==> config.mk <==
export PLATFORM = sky130hd
export DESIGN_NAME = iob_frac_round
export DESIGN_NICKNAME = d
export VERILOG_FILES = /design/src/rtl/iob_frac_round.sv
export SDC_FILE = /design/constraint.sdc
export NUM_CORES = 1
export LEC_CHECK = 0
export BUFFER_PORTS_ARGS = -buffer_cell sky130_fd_sc_hd__buf_2
export CAP_MARGIN = 20
export CORE_ASPECT_RATIO = 0.6
export CORE_MARGIN = 8
export CORE_UTILIZATION = 55
export CTS_BUF_LIST = sky130_fd_sc_hd__clkbuf_4
export CTS_CLUSTER_SIZE = 40
export DETAILED_ROUTE_END_ITERATION = 7
export GPL_TIMING_DRIVEN = 0
export PLACE_DENSITY = 0.77
export SYNTH_ARGS = -nofsm -noshare
export SYNTH_HDL_FRONTEND = slang
export SYNTH_SLANG_ARGS = --single-unit
==> constraint.sdc <==
create_clock -name clk_i -period 2.85 [get_ports clk_i]
set_input_delay 0.285 -clock clk_i [delete_from_list [all_inputs] [get_ports clk_i]]
set_output_delay 0.285 -clock clk_i [all_outputs]
set_load 0.01 [all_outputs]
==> src/rtl/iob_frac_round.sv <==
// Two-stage round-to-nearest-even for right-shifted fraction fields, with an
// internal iob_mask discard-mask generator. Define IOB_FRAC_ROUND_INEXACT_EN to add inexact_o.

module iob_mask #(
    parameter int DATA_W  = 32,
    parameter int SHIFT_W = $clog2(DATA_W + 1)
) (
    input  logic [SHIFT_W-1:0] sh_i,
    output logic [DATA_W-1:0]  mask_o
);
    // Bit i is set when it lies below the discard count; counts >= DATA_W give all ones.
    always_comb begin
        mask_o = '0;
        for (int i = 0; i < DATA_W; i++) begin
            mask_o[i] = (sh_i > SHIFT_W'(i));
        end
    end
endmodule

module iob_frac_round #(
    parameter int DATA_W  = 32,
    parameter int SHIFT_W = $clog2(DATA_W + 1)
) (
    input  logic               clk_i,
    input  logic               arst_i,
    input  logic               cke_i,
    input  logic               in_valid_i,
    output logic               in_ready_o,
    input  logic [DATA_W-1:0]  frac_i,
    input  logic [SHIFT_W-1:0] sh_i,
    output logic               out_valid_o,
    input  logic               out_ready_i,
    output logic [DATA_W-1:0]  frac_o,
`ifdef IOB_FRAC_ROUND_INEXACT_EN
    output logic               inexact_o,
`endif
    output logic               carry_o
);
    localparam logic [SHIFT_W-1:0] SH_MAX = SHIFT_W'(DATA_W);

    // Handshake: a word moves across an interface on a clock edge where valid,
    // ready and cke_i are all high; valid never drops and data never changes
    // while waiting for ready.
    logic s1_valid;
    logic s2_load;
    logic s1_load;

    assign s2_load    = !out_valid_o || out_ready_i;
    assign s1_load    = !s1_valid || s2_load;
    assign in_ready_o = s1_load;

    logic [SHIFT_W-1:0] sh_sat;
    logic [DATA_W-1:0]  mask;
    logic [DATA_W-1:0]  kept_d;
    logic               guard_d;
    logic               sticky_d;
    logic               lsb_d;
    logic [SHIFT_W-1:0] width_d;

    assign sh_sat = (sh_i > SH_MAX) ? SH_MAX : sh_i;

    iob_mask #(
        .DATA_W (DATA_W),
        .SHIFT_W(SHIFT_W)
    ) u_mask (
        .sh_i  (sh_sat),
        .mask_o(mask)
    );

    // The top set bit of the mask selects the guard position; the rest is sticky.
    assign kept_d   = frac_i >> sh_sat;
    assign guard_d  = |(frac_i & (mask & ~(mask >> 1)));
    assign sticky_d = |(frac_i & (mask >> 1));
    assign lsb_d    = kept_d[0];
    assign width_d  = SH_MAX - sh_sat;

    logic [DATA_W-1:0]  s1_kept;
    logic               s1_guard;
    logic               s1_sticky;
    logic               s1_lsb;
    logic [SHIFT_W-1:0] s1_width;

    logic              round_up;
    logic [DATA_W-1:0] sum;
    logic [DATA_W:0]   kept_pow;
    logic              carry_d;

    // round_up implies a nonzero discard count, so the sum always fits DATA_W bits.
    assign round_up = s1_guard && (s1_sticky || s1_lsb);
    assign sum      = s1_kept + {{(DATA_W-1){1'b0}}, round_up};
    assign kept_pow = {{DATA_W{1'b0}}, 1'b1} << s1_width;
    assign carry_d  = ({1'b0, sum} == kept_pow);

`ifdef IOB_FRAC_ROUND_INEXACT_EN
    logic s1_inexact;
`endif

    always_ff @(posedge clk_i or posedge arst_i) begin
        if (arst_i) begin
            s1_valid    <= 1'b0;
            s1_kept     <= '0;
            s1_guard    <= 1'b0;
            s1_sticky   <= 1'b0;
            s1_lsb      <= 1'b0;
            s1_width    <= '0;
            out_valid_o <= 1'b0;
            frac_o      <= '0;
            carry_o     <= 1'b0;
`ifdef IOB_FRAC_ROUND_INEXACT_EN
            s1_inexact  <= 1'b0;
            inexact_o   <= 1'b0;
`endif
        end else if (cke_i) begin
            if (s1_load) begin
                s1_valid <= in_valid_i;
                if (in_valid_i) begin
                    s1_kept   <= kept_d;
                    s1_guard  <= guard_d;
                    s1_sticky <= sticky_d;
                    s1_lsb    <= lsb_d;
                    s1_width  <= width_d;
`ifdef IOB_FRAC_ROUND_INEXACT_EN
                    s1_inexact <= guard_d | sticky_d;
`endif
                end
            end
            if (s2_load) begin
                out_valid_o <= s1_valid;
                if (s1_valid) begin
                    frac_o  <= sum;
                    carry_o <= carry_d;
`ifdef IOB_FRAC_ROUND_INEXACT_EN
                    inexact_o <= s1_inexact;
`endif
                end
            end
        end
    end
endmodule

==> results of run 1 <==
==> final cells by class <==
cell class | instances | area [sq um] | share of cell area [%]
Timing Repair Buffer | 84 | 460 | 5.75
Inverter | 17 | 66.3 | 0.827
Sequential cell | 75 | 1880 | 23.4
Clock buffer | 10 | 75.1 | 0.937
Buffer | 69 | 364 | 4.54
Clock inverter | 6 | 90.1 | 1.12
Tap cell | 165 | 206 | 2.58
Multi-Input combinational cell | 693 | 4870 | 60.8
==> state kept, by name (all words and copies together), names as in the netlist <==
register     cells
out_valid_o      1
s1_guard         1
s1_sticky        1
frac_o          32
s1_valid         1
s1_width         6
carry_o          1
s1_kept         32
==> power by group <==
group	total [mW]	internal, mW	switching [mW]
Clock	0.777	0.366	0.411
Sequential	1.45	1.29	0.163
Combinational	1.82	0.686	1.13
Total	4.05	2.34	1.71
==> stage by stage <==
stage          std cells  utilization [%]  instance area (sq um)  hold WS (ns)
6_report            1119             65.8                   8010        0.0669
3_3_place_gp        1095             61.6                   7510         0.485
5_1_grt             1119             65.8                   8010        0.0907
4_1_cts             1117             64.9                   7900        0.0763
3_5_place_dp        1096             61.8                   7530         0.334
2_1_floorplan        856                -                   6930         0.425
==> routing by layer <==
| layer | vias to the layer above | global-route usage [%] | wire length [microns] |
|---|---|---|---|
| met1 | 3672 | 47.9 | 12200 |
| met3 | 43 | 18.6 | 5250 |
| met2 | 625 | 40.0 | 9750 |
| met5 | - | 8.76 | 189 |
| li1 | 3361 | - | - |
| met4 | 4 | 4.32 | 269 |
==> repair_timing <==
action,CTS,global route
setup buffers,6,1
pin swaps,15,5
cloned,0,0
gates resized for setup,34,18
hold buffers,1,0
endpoints found under the hold margin,36,0
setup endpoints to repair,3,8
==> worst min-delay path by stage <==
stage	slack, ns	start	endpoint	depth (start not counted)
6_report	0.07	in_valid_i	s1_valid	2
5_1_grt	0.09	in_valid_i	s1_valid	2
4_1_cts	0.08	in_valid_i	s1_valid	2
3_5_place_dp	0.33	arst_i	frac_o[5]	2
3_3_place_gp	0.49	frac_o[1]	frac_o[1]	1
2_1_floorplan	0.42	cke_i	s1_valid	1
==> logic make-up after synthesis <==
group / count (synthesis) / share of synthesized area, %
buffers and inverters: 88 / 6.03
adder cells (fa/ha/maj): 8 / 1.45
AO/OA/AOI/OAI: 221 / 21.8
AND/OR/NAND/NOR: 345 / 26.1
multiplexers: 82 / 11.9
XOR/XNOR: 37 / 5.60
flip-flops: 75 / 27.1
==> cell usage after synthesis, types with 13 or more instances <==
cell | number | area [sq um]
nand2_1 | 103 | 387
mux2i_1 | 77 | 771
nor2_1 | 76 | 285
dfrtp_1 | 75 | 1880
a21oi_1 | 58 | 290
o21ai_0 | 41 | 205
clkbuf_1 | 40 | 150
nand3_1 | 35 | 175
xnor2_1 | 23 | 201
a22o_1 | 17 | 149
inv_1 | 16 | 60.1
nand4_1 | 16 | 100
and3_1 | 15 | 93.8
a22oi_1 | 14 | 105
nand2b_1 | 13 | 81.3
==> metrics.txt, run 1 <==
Die Area between 15000 and 20000 sq um; # rows 31; routed vias between 7000 and 8000; drt first pass iters 6; skew final around 0.014 ns; setup ws final -0.120 ns; Detail Placement HPWL 21.4 mm; count of different cell masters after synthesis 93; crit-path cells o21a_1 -> ha_4 -> and4_4 -> nand2_2 -> buf_4 -> or4_4 -> nand3_1 -> or3b_1 -> a2111oi_2 -> nand4_1 -> o21ai_1; minimum clock period 2.97 ns; Pwr Density roughly 500 nW/um^2; CTS Buf Count 9; Port Buffers 74; register area share after synthesis a little over a quarter; WP data required ~3.3 ns; initial core utilization between 50% and 60%; warnings from Yosys 0; Max Cap Viol 0; grt ovf 0; clk_lat worst skew about 0.47 ns; commonest non-fill, non-tap cell in the layout nand2_1; pin count of the biggest net entering global routing 40; Crit path max-delay family simple AND/OR/NAND/NOR gates; Worst path depth 11; Vias per Instance approximately 7; share of cells above drive strength 1 between 20% and 30%; Reg clk slew, reported paths between 0.1 and 0.15 ns; EDFF count, synth 0; global-route wire length before repair 42.0 mm; FF-to-FF setup slack -0.12 ns; Setup Crit Path Kind register to register; CP max stage cell or4_4; Peak VDD IR 0.000366 V; CTS root buffer clkbuf_4; Final setup viols 2; nets@finish 1000; Final Hold Viols 0; Crit path arrival time around 3.4 ns; highest-count cells in the layout ignoring fill and taps nand2_1, buf_2, mux2i_1, dfrtp_1, nor2_1; violations in the final reports setup timing; CTS tree done; final slew viol count 0; hold crit path type input port to register; die width about 160 microns; end point of the critical path carry_o; Leak 3.39 nW; antenna-violating nets left 0; Fmax achieved about 340 MHz; Setup TNS Final -0.218 ns; number of antenna violations at the first check in global routing 0; Primary FF master, synth dfrtp_1; fill count just over 1000; Crit path largest cell delay between 0.4 and 0.5 ns; Tot Pwr ~4.0 mW; CP Buf/Inv Count 1; vias in the first global route 7024; Net Count, Synth around 900; Post-Synthesis Cells 856; DRT Wirelength around 28 mm; startpoint type of the worst setup path register; slew at the pin closest to its max-slew limit slightly above 1 ns; I/O pins 78; async set or reset register ratio after synthesis between 90% and 100%; RePlAce Congestion roughly 1.1; initial detailed-routing violation count around 1300; pre-CTS setup slack -1.07 ns; drt wl/cell ~25 microns; DRC viols 0; status finished with violations; Critical Path Start s1_sticky; final worst path period share 104%; endpoint type of the worst setup path register; worst-path fanout max 10; Seq cells post-synth between 70 and 80; Critical R2R Launch s1_sticky; core area between 10000 and 15000 sq um; H-tree Lvls 3; synthesis-to-finish area growth 15.7%; Clock Sinks 75; cell depth of the worst flop-to-flop path 11; Slew HR a little under a third; Bufs on Longest Clock Path 2; average cell area after synthesis around 8 sq um; RSZ-0062 raised after global routing true; synthesized cell area about 6900 sq um; antenna diode count 0; Tot GR Track Use around a third; Die H between 100 and 150 microns; Reg-to-Reg End carry_o
No activity file was read; power rests on OpenSTA's default activity.
==> run 2: changes to the inputs <==
--- a/config.mk
+++ b/config.mk
@@ -7,14 +7,16 @@
 export LEC_CHECK = 0
 export BUFFER_PORTS_ARGS = -buffer_cell sky130_fd_sc_hd__buf_2
 export CAP_MARGIN = 20
+export CELL_PAD_IN_SITES_DETAIL_PLACEMENT = 1
+export CELL_PAD_IN_SITES_GLOBAL_PLACEMENT = 1
 export CORE_ASPECT_RATIO = 0.6
 export CORE_MARGIN = 8
-export CORE_UTILIZATION = 55
+export CORE_UTILIZATION = 42
 export CTS_BUF_LIST = sky130_fd_sc_hd__clkbuf_4
 export CTS_CLUSTER_SIZE = 40
 export DETAILED_ROUTE_END_ITERATION = 7
 export GPL_TIMING_DRIVEN = 0
-export PLACE_DENSITY = 0.77
+export PLACE_DENSITY = 0.78
 export SYNTH_ARGS = -nofsm -noshare
 export SYNTH_HDL_FRONTEND = slang
 export SYNTH_SLANG_ARGS = --single-unit
==> run 2 against run 1 <==
The flow still finishes with violations (setup timing). Die area up 27%. Largest power group unchanged. Critical path type unchanged. Utilization down 16 points. Combinational power up 2%. Via count down 0.93%.
==> metrics.txt, run 2 (synthesis results as in run 1) <==
status finished with violations; violations in the final reports setup timing; Fmax achieved roughly 330 MHz; Critical R2R Launch s1_width[1]; H-tree Lvls 3; hold crit path type input port to register; initial detailed-routing violation count approximately 940; Net Switching approximately 1.7 mW; Logic pwr share between 40% and 50%; Slew HR 43.4%; RePlAce Congestion roughly 1.0; synthesis-to-finish area growth 16.8%; Non-Filler Instances 1166; Detail Placement HPWL roughly 24 mm; share of cells above drive strength 1 between 20% and 30%; Leak roughly 3.4 nW; DRT Wirelength approximately 30 mm; CTS Buf Count 9; pin count of the biggest net entering global routing 52; antenna diode count 0; Port Buffers between 70 and 80; number of antenna violations at the first check in global routing 0; Critical Path Start s1_width[1]; CTS root buffer clkbuf_4; global-route wire length before repair ~45 mm; Bufs on Longest Clock Path 2; proportion of power drawn by the clock network 16.9%; Final setup viols 1; final instance area 8090 sq um; RSZ-0062 raised after global routing true; CTS tree done; nets@finish around 1000; setup ws final -0.162 ns; end point of the critical path carry_o; slew at the pin closest to its max-slew limit ~0.85 ns; biggest regs frac_o: 32 flops, s1_kept: 32 flops, s1_width: 6 flops; Final Hold Viols 0; routed vias about 7600; cell-internal power 2.26 mW; clk_lat worst skew around 0.45 ns; Tot GR Track Use between 20 and 30%; drt wl/cell approximately 26 microns; WP data required roughly 3.2 ns; worst-path fanout max 10; Clock Sinks 75; Setup Crit Path Kind register to register; DRC viols 0; Reg clk slew, reported paths 0.13 ns; Die H 115 microns; drt first pass iters 5; core area 16200 sq um; Pwr Density between 400 and 500 nW/um^2; I/O pins between 70 and 80; Reg-to-Reg End carry_o; Crit path arrival time ~3.4 ns; Tot Pwr between 3 and 4 mW; vias in the first global route between 7000 and 8000; placed cell area between 7000 and 8000 sq um; die width approximately 180 microns; Max Cap Viol 0; final worst path period share 106%; endpoint type of the worst setup path register; cell depth of the worst flop-to-flop path 9; Vias per Instance between 6 and 7; Setup TNS Final -0.162 ns; share of power burned in registers 36.4%; Die Area about 21000 sq um; minimum clock period 3.01 ns; # rows 36; initial core utilization between 40 and 50%; placed cell count between 1000 and 1500; FF-to-FF setup slack -0.16 ns; Peak VDD IR between 0.0002 and 0.0003 V; final slew viol count 0; startpoint type of the worst setup path register; highest-count cells in the layout ignoring fill and taps nand2_1, buf_2, mux2i_1, dfrtp_1, nor2_1; skew final between 0.02 and 0.03 ns; Net Sw Frac 43.3%; antenna-violating nets left 0; grt ovf 0; commonest non-fill, non-tap cell in the layout nand2_1
## run 2: changes by cell type in the layout (fill, tap and decap cells not counted), sizes merged
cell,before,now
buf,108,112
bufinv,2,1
## run 2: power by group through the flow
stage / registers (mW) / clock network [mW] / logic (mW)
2_1_floorplan: 1.51 / 0 / 0.995
3_3_place_gp: 1.46 / 0 / 1.66
3_5_place_dp: 1.47 / 0 / 1.70
4_1_cts: 1.45 / 0.678 / 1.78
5_1_grt: 1.48 / 0.718 / 1.99
6_report: 1.45 / 0.674 / 1.86
## run 2: routing by layer
metal  track usage [%]  part of all wire [%]
met1              40.7                    46
met2              36.3                    38
met3              14.0                    15
met4              3.75                  0.64
met5                 0                     0
## run 2: layout make-up
class                           count  area [sq um]
Fill cell                        2016          8080
Multi-Input combinational cell    693          4870
Sequential cell                    75          1880
Timing Repair Buffer               88           510
Buffer                             69           372
Tap cell                          209           262
Clock buffer                       10          75.1
Inverter                           17          66.3
Clock inverter                      5          55.1
## run 2: stage by stage
stage          utilization, %  hold slack, ns  setup slack [ns]
3_5_place_dp             46.9           0.289             -1.04
2_1_floorplan               -           0.425            0.0685
5_1_grt                  50.0          0.0799            -0.390
3_3_place_gp             46.8           0.485            -0.964
6_report                 50.0          0.0894            -0.162
4_1_cts                  49.3          0.0670           -0.0616
## run 2: worst max-delay path, cell delays in order, from the launching register on
cell       delay, ns
dfrtp_1         0.35
clkbuf_1        0.43
nor4b_1         0.49
nand2_1         0.18
xnor2_1         0.18
nand4_1         0.16
or4_4           0.54
a2111oi_4       0.35
nand4_1         0.14
o21ai_1         0.10
## run 2: worst min path at each step
stage / startpoint / endpoint / slack [ns] / cells past startpoint
after CTS: in_valid_i / s1_valid / 0.07 / 2
after global routing: in_valid_i / s1_valid / 0.08 / 2
after floorplan: cke_i / s1_valid / 0.42 / 1
final: in_valid_i / s1_valid / 0.09 / 2
after global placement: frac_o[1] / frac_o[1] / 0.48 / 1
after detailed placement: arst_i / frac_o[11] / 0.29 / 2
## run 2: timing repair
| action | 4_1_cts | 5_1_grt |
|---|---|---|
| gates resized for setup | 38 | 19 |
| setup buffers | 6 | 5 |
| endpoints found under the setup margin | 3 | 17 |
| hold buffers | 1 | 0 |
| pin swaps | 13 | 5 |
| endpoints found under the hold margin | 24 | 0 |
==> run 3: changes to the inputs <==
--- a/config.mk
+++ b/config.mk
@@ -16,6 +16,7 @@
 export CTS_CLUSTER_SIZE = 40
 export DETAILED_ROUTE_END_ITERATION = 7
 export GPL_TIMING_DRIVEN = 0
+export MAX_ROUTING_LAYER = met4
 export PLACE_DENSITY = 0.78
 export SYNTH_ARGS = -nofsm -noshare
 export SYNTH_HDL_FRONTEND = slang
==> run 3 against run 2 <==
The flow still finishes with violations (setup timing). Die area unchanged. First-iteration DRC count shrank 2.0%. Register-to-register slack gained 0.10 ns. Clock skew fell by 0.0077 ns. Wire length rose by 0.78%. Hold slack improved by 0.037 ns. Cell count about the same. Sequential cell count is the same. Worst setup slack better by 0.10 ns. Design area grew 0.39%. Critical endpoint unchanged.
==> metrics.txt, run 3 (synthesis results as in run 1) <==
Detail Placement HPWL between 20 and 25 mm; routed vias around 7600; status finished with violations; CTS root buffer clkbuf_4; Vias per Instance 6.55; setup ws final -0.0589 ns; number of antenna violations at the first check in global routing 0; CTS Buf Count 9; grt ovf 0; clk_lat worst skew 0.44 ns; Port Buffers 74; Setup TNS Final -0.0589 ns; fin util approximately 50%; drt first pass iters 7; Die H between 100 and 150 microns; placed cell area approximately 7600 sq um; Setup Crit Path Kind register to register; Die Area between 20000 and 25000 sq um; worst-path fanout max 5; startpoint type of the worst setup path register; Peak VDD IR between 0.0002 and 0.0003 V; violations in the final reports setup timing; Max Cap Viol 0; CTS tree done; initial detailed-routing violation count 918; biggest regs frac_o: 32 flops, s1_kept: 32 flops, s1_width: 6 flops; final worst path period share 102%; I/O pins 78; Reg clk slew, reported paths approximately 0.13 ns; vias in the first global route 7553; Bufs on Longest Clock Path 2; core area approximately 16000 sq um; # rows 36; skew final between 0.015 and 0.02 ns; die width approximately 180 microns; pin count of the biggest net entering global routing 52; endpoint type of the worst setup path register; DRC viols 0; commonest non-fill, non-tap cell in the layout nand2_1; Fmax achieved about 340 MHz; Crit path arrival time around 3.3 ns; Leak 3.40 nW; final slew viol count 0; Pwr Density around 480 nW/um^2; H-tree Lvls 3; Clock Sinks 75; initial core utilization a little over two fifths; RSZ-0062 raised after global routing true; highest-count cells in the layout ignoring fill and taps nand2_1, buf_2, mux2i_1, dfrtp_1, nor2_1; slew at the pin closest to its max-slew limit between 0.8 and 0.9 ns; share of cells above drive strength 1 about a fifth; DRT Wirelength 30.3 mm; minimum clock period approximately 2.9 ns; drt wl/cell around 26 microns; Slew HR about 44%; nets@finish approximately 1000; global-route wire length before repair roughly 46 mm; WP data required around 3.2 ns; antenna-violating nets left 0; Final setup viols 1; RePlAce Congestion about 1.1; final instance area approximately 8000 sq um; cell depth of the worst flop-to-flop path 12; synthesis-to-finish area growth 17.3%; pre-CTS setup slack -1.15 ns; hold path cells 2; Tot GR Track Use between 20 and 30%; hold crit path type input port to register; Final Hold Viols 0
run 3: cell count changes in the layout (fill, tap and decap cells not counted), sizes merged:
cell	change
buf	-3
bufinv	-1
clkbuf	+1
clkinv	+2
diode	+1
inv	-1
run 3: layer usage:
metal / track usage (%) / vias up / part of all wire (%)
li1: - / 3361 / -
met1: 42.0 / 3820 / 47
met2: 36.7 / 421 / 38
met3: 14.5 / 30 / 15
met4: 3.15 / 0 / 0.66
met5: - / - / 0
run 3: power breakdown:
part	leakage (nW)	internal [mW]	total (mW)	switching [mW]
sequential	0.934	1.29	1.45	0.164
combinational	2.40	0.717	1.90	1.18
clock	0.0636	0.182	0.574	0.392
total	3.40	2.19	3.92	1.74
run 3: layout make-up:
cell class / count / area (sq um)
Antenna cell: 1 / 2.50
Buffer: 68 / 373
Clock buffer: 10 / 75.1
Clock inverter: 5 / 31.3
Fill cell: 2002 / 8050
Inverter: 17 / 70.1
Multi-Input combinational cell: 693 / 4930
Sequential cell: 75 / 1880
Tap cell: 209 / 262
Timing Repair Buffer: 87 / 503
run 3: critical path, stage by stage (launching register included):
cell	delay [ns]
dfrtp_1	0.43
o21a_1	0.22
ha_4	0.20
ha_4	0.18
buf_8	0.12
a311o_1	0.32
o31ai_2	0.07
o22ai_1	0.14
o21bai_1	0.19
or4_4	0.46
a2111oi_4	0.27
nand4_1	0.13
o21ai_1	0.10
run 3: what timing repair did:
item,in CTS,in global routing
pin swaps,14,7
hold endpoints to repair,24,0
endpoints found under the setup margin,3,9
gates resized for setup,48,27
hold buffers,1,0
setup buffers,5,5
gates cloned,0,0
run 3: path summary, 6_finish.rpt:
kind                            slack, ns       start           to
min in group asynchronous            0.36      arst_i   frac_o[12]
worst min-delay path                 0.13  in_valid_i     s1_valid
worst min register to register       0.51   frac_o[1]    frac_o[1]
worst max register to register      -0.06  s1_kept[0]      carry_o
max in group asynchronous            1.91      arst_i  s1_kept[27]
worst max-delay path                -0.06  s1_kept[0]      carry_o
run 3: metrics by stage:
stage	hold slack, ns	std cells	power, mW
2_1_floorplan	0.425	856	2.50
3_3_place_gp	0.485	1139	3.11
3_5_place_dp	0.290	1140	3.16
4_1_cts	0.101	1160	3.82
5_1_grt	0.100	1164	4.13
6_report	0.127	1165	3.92
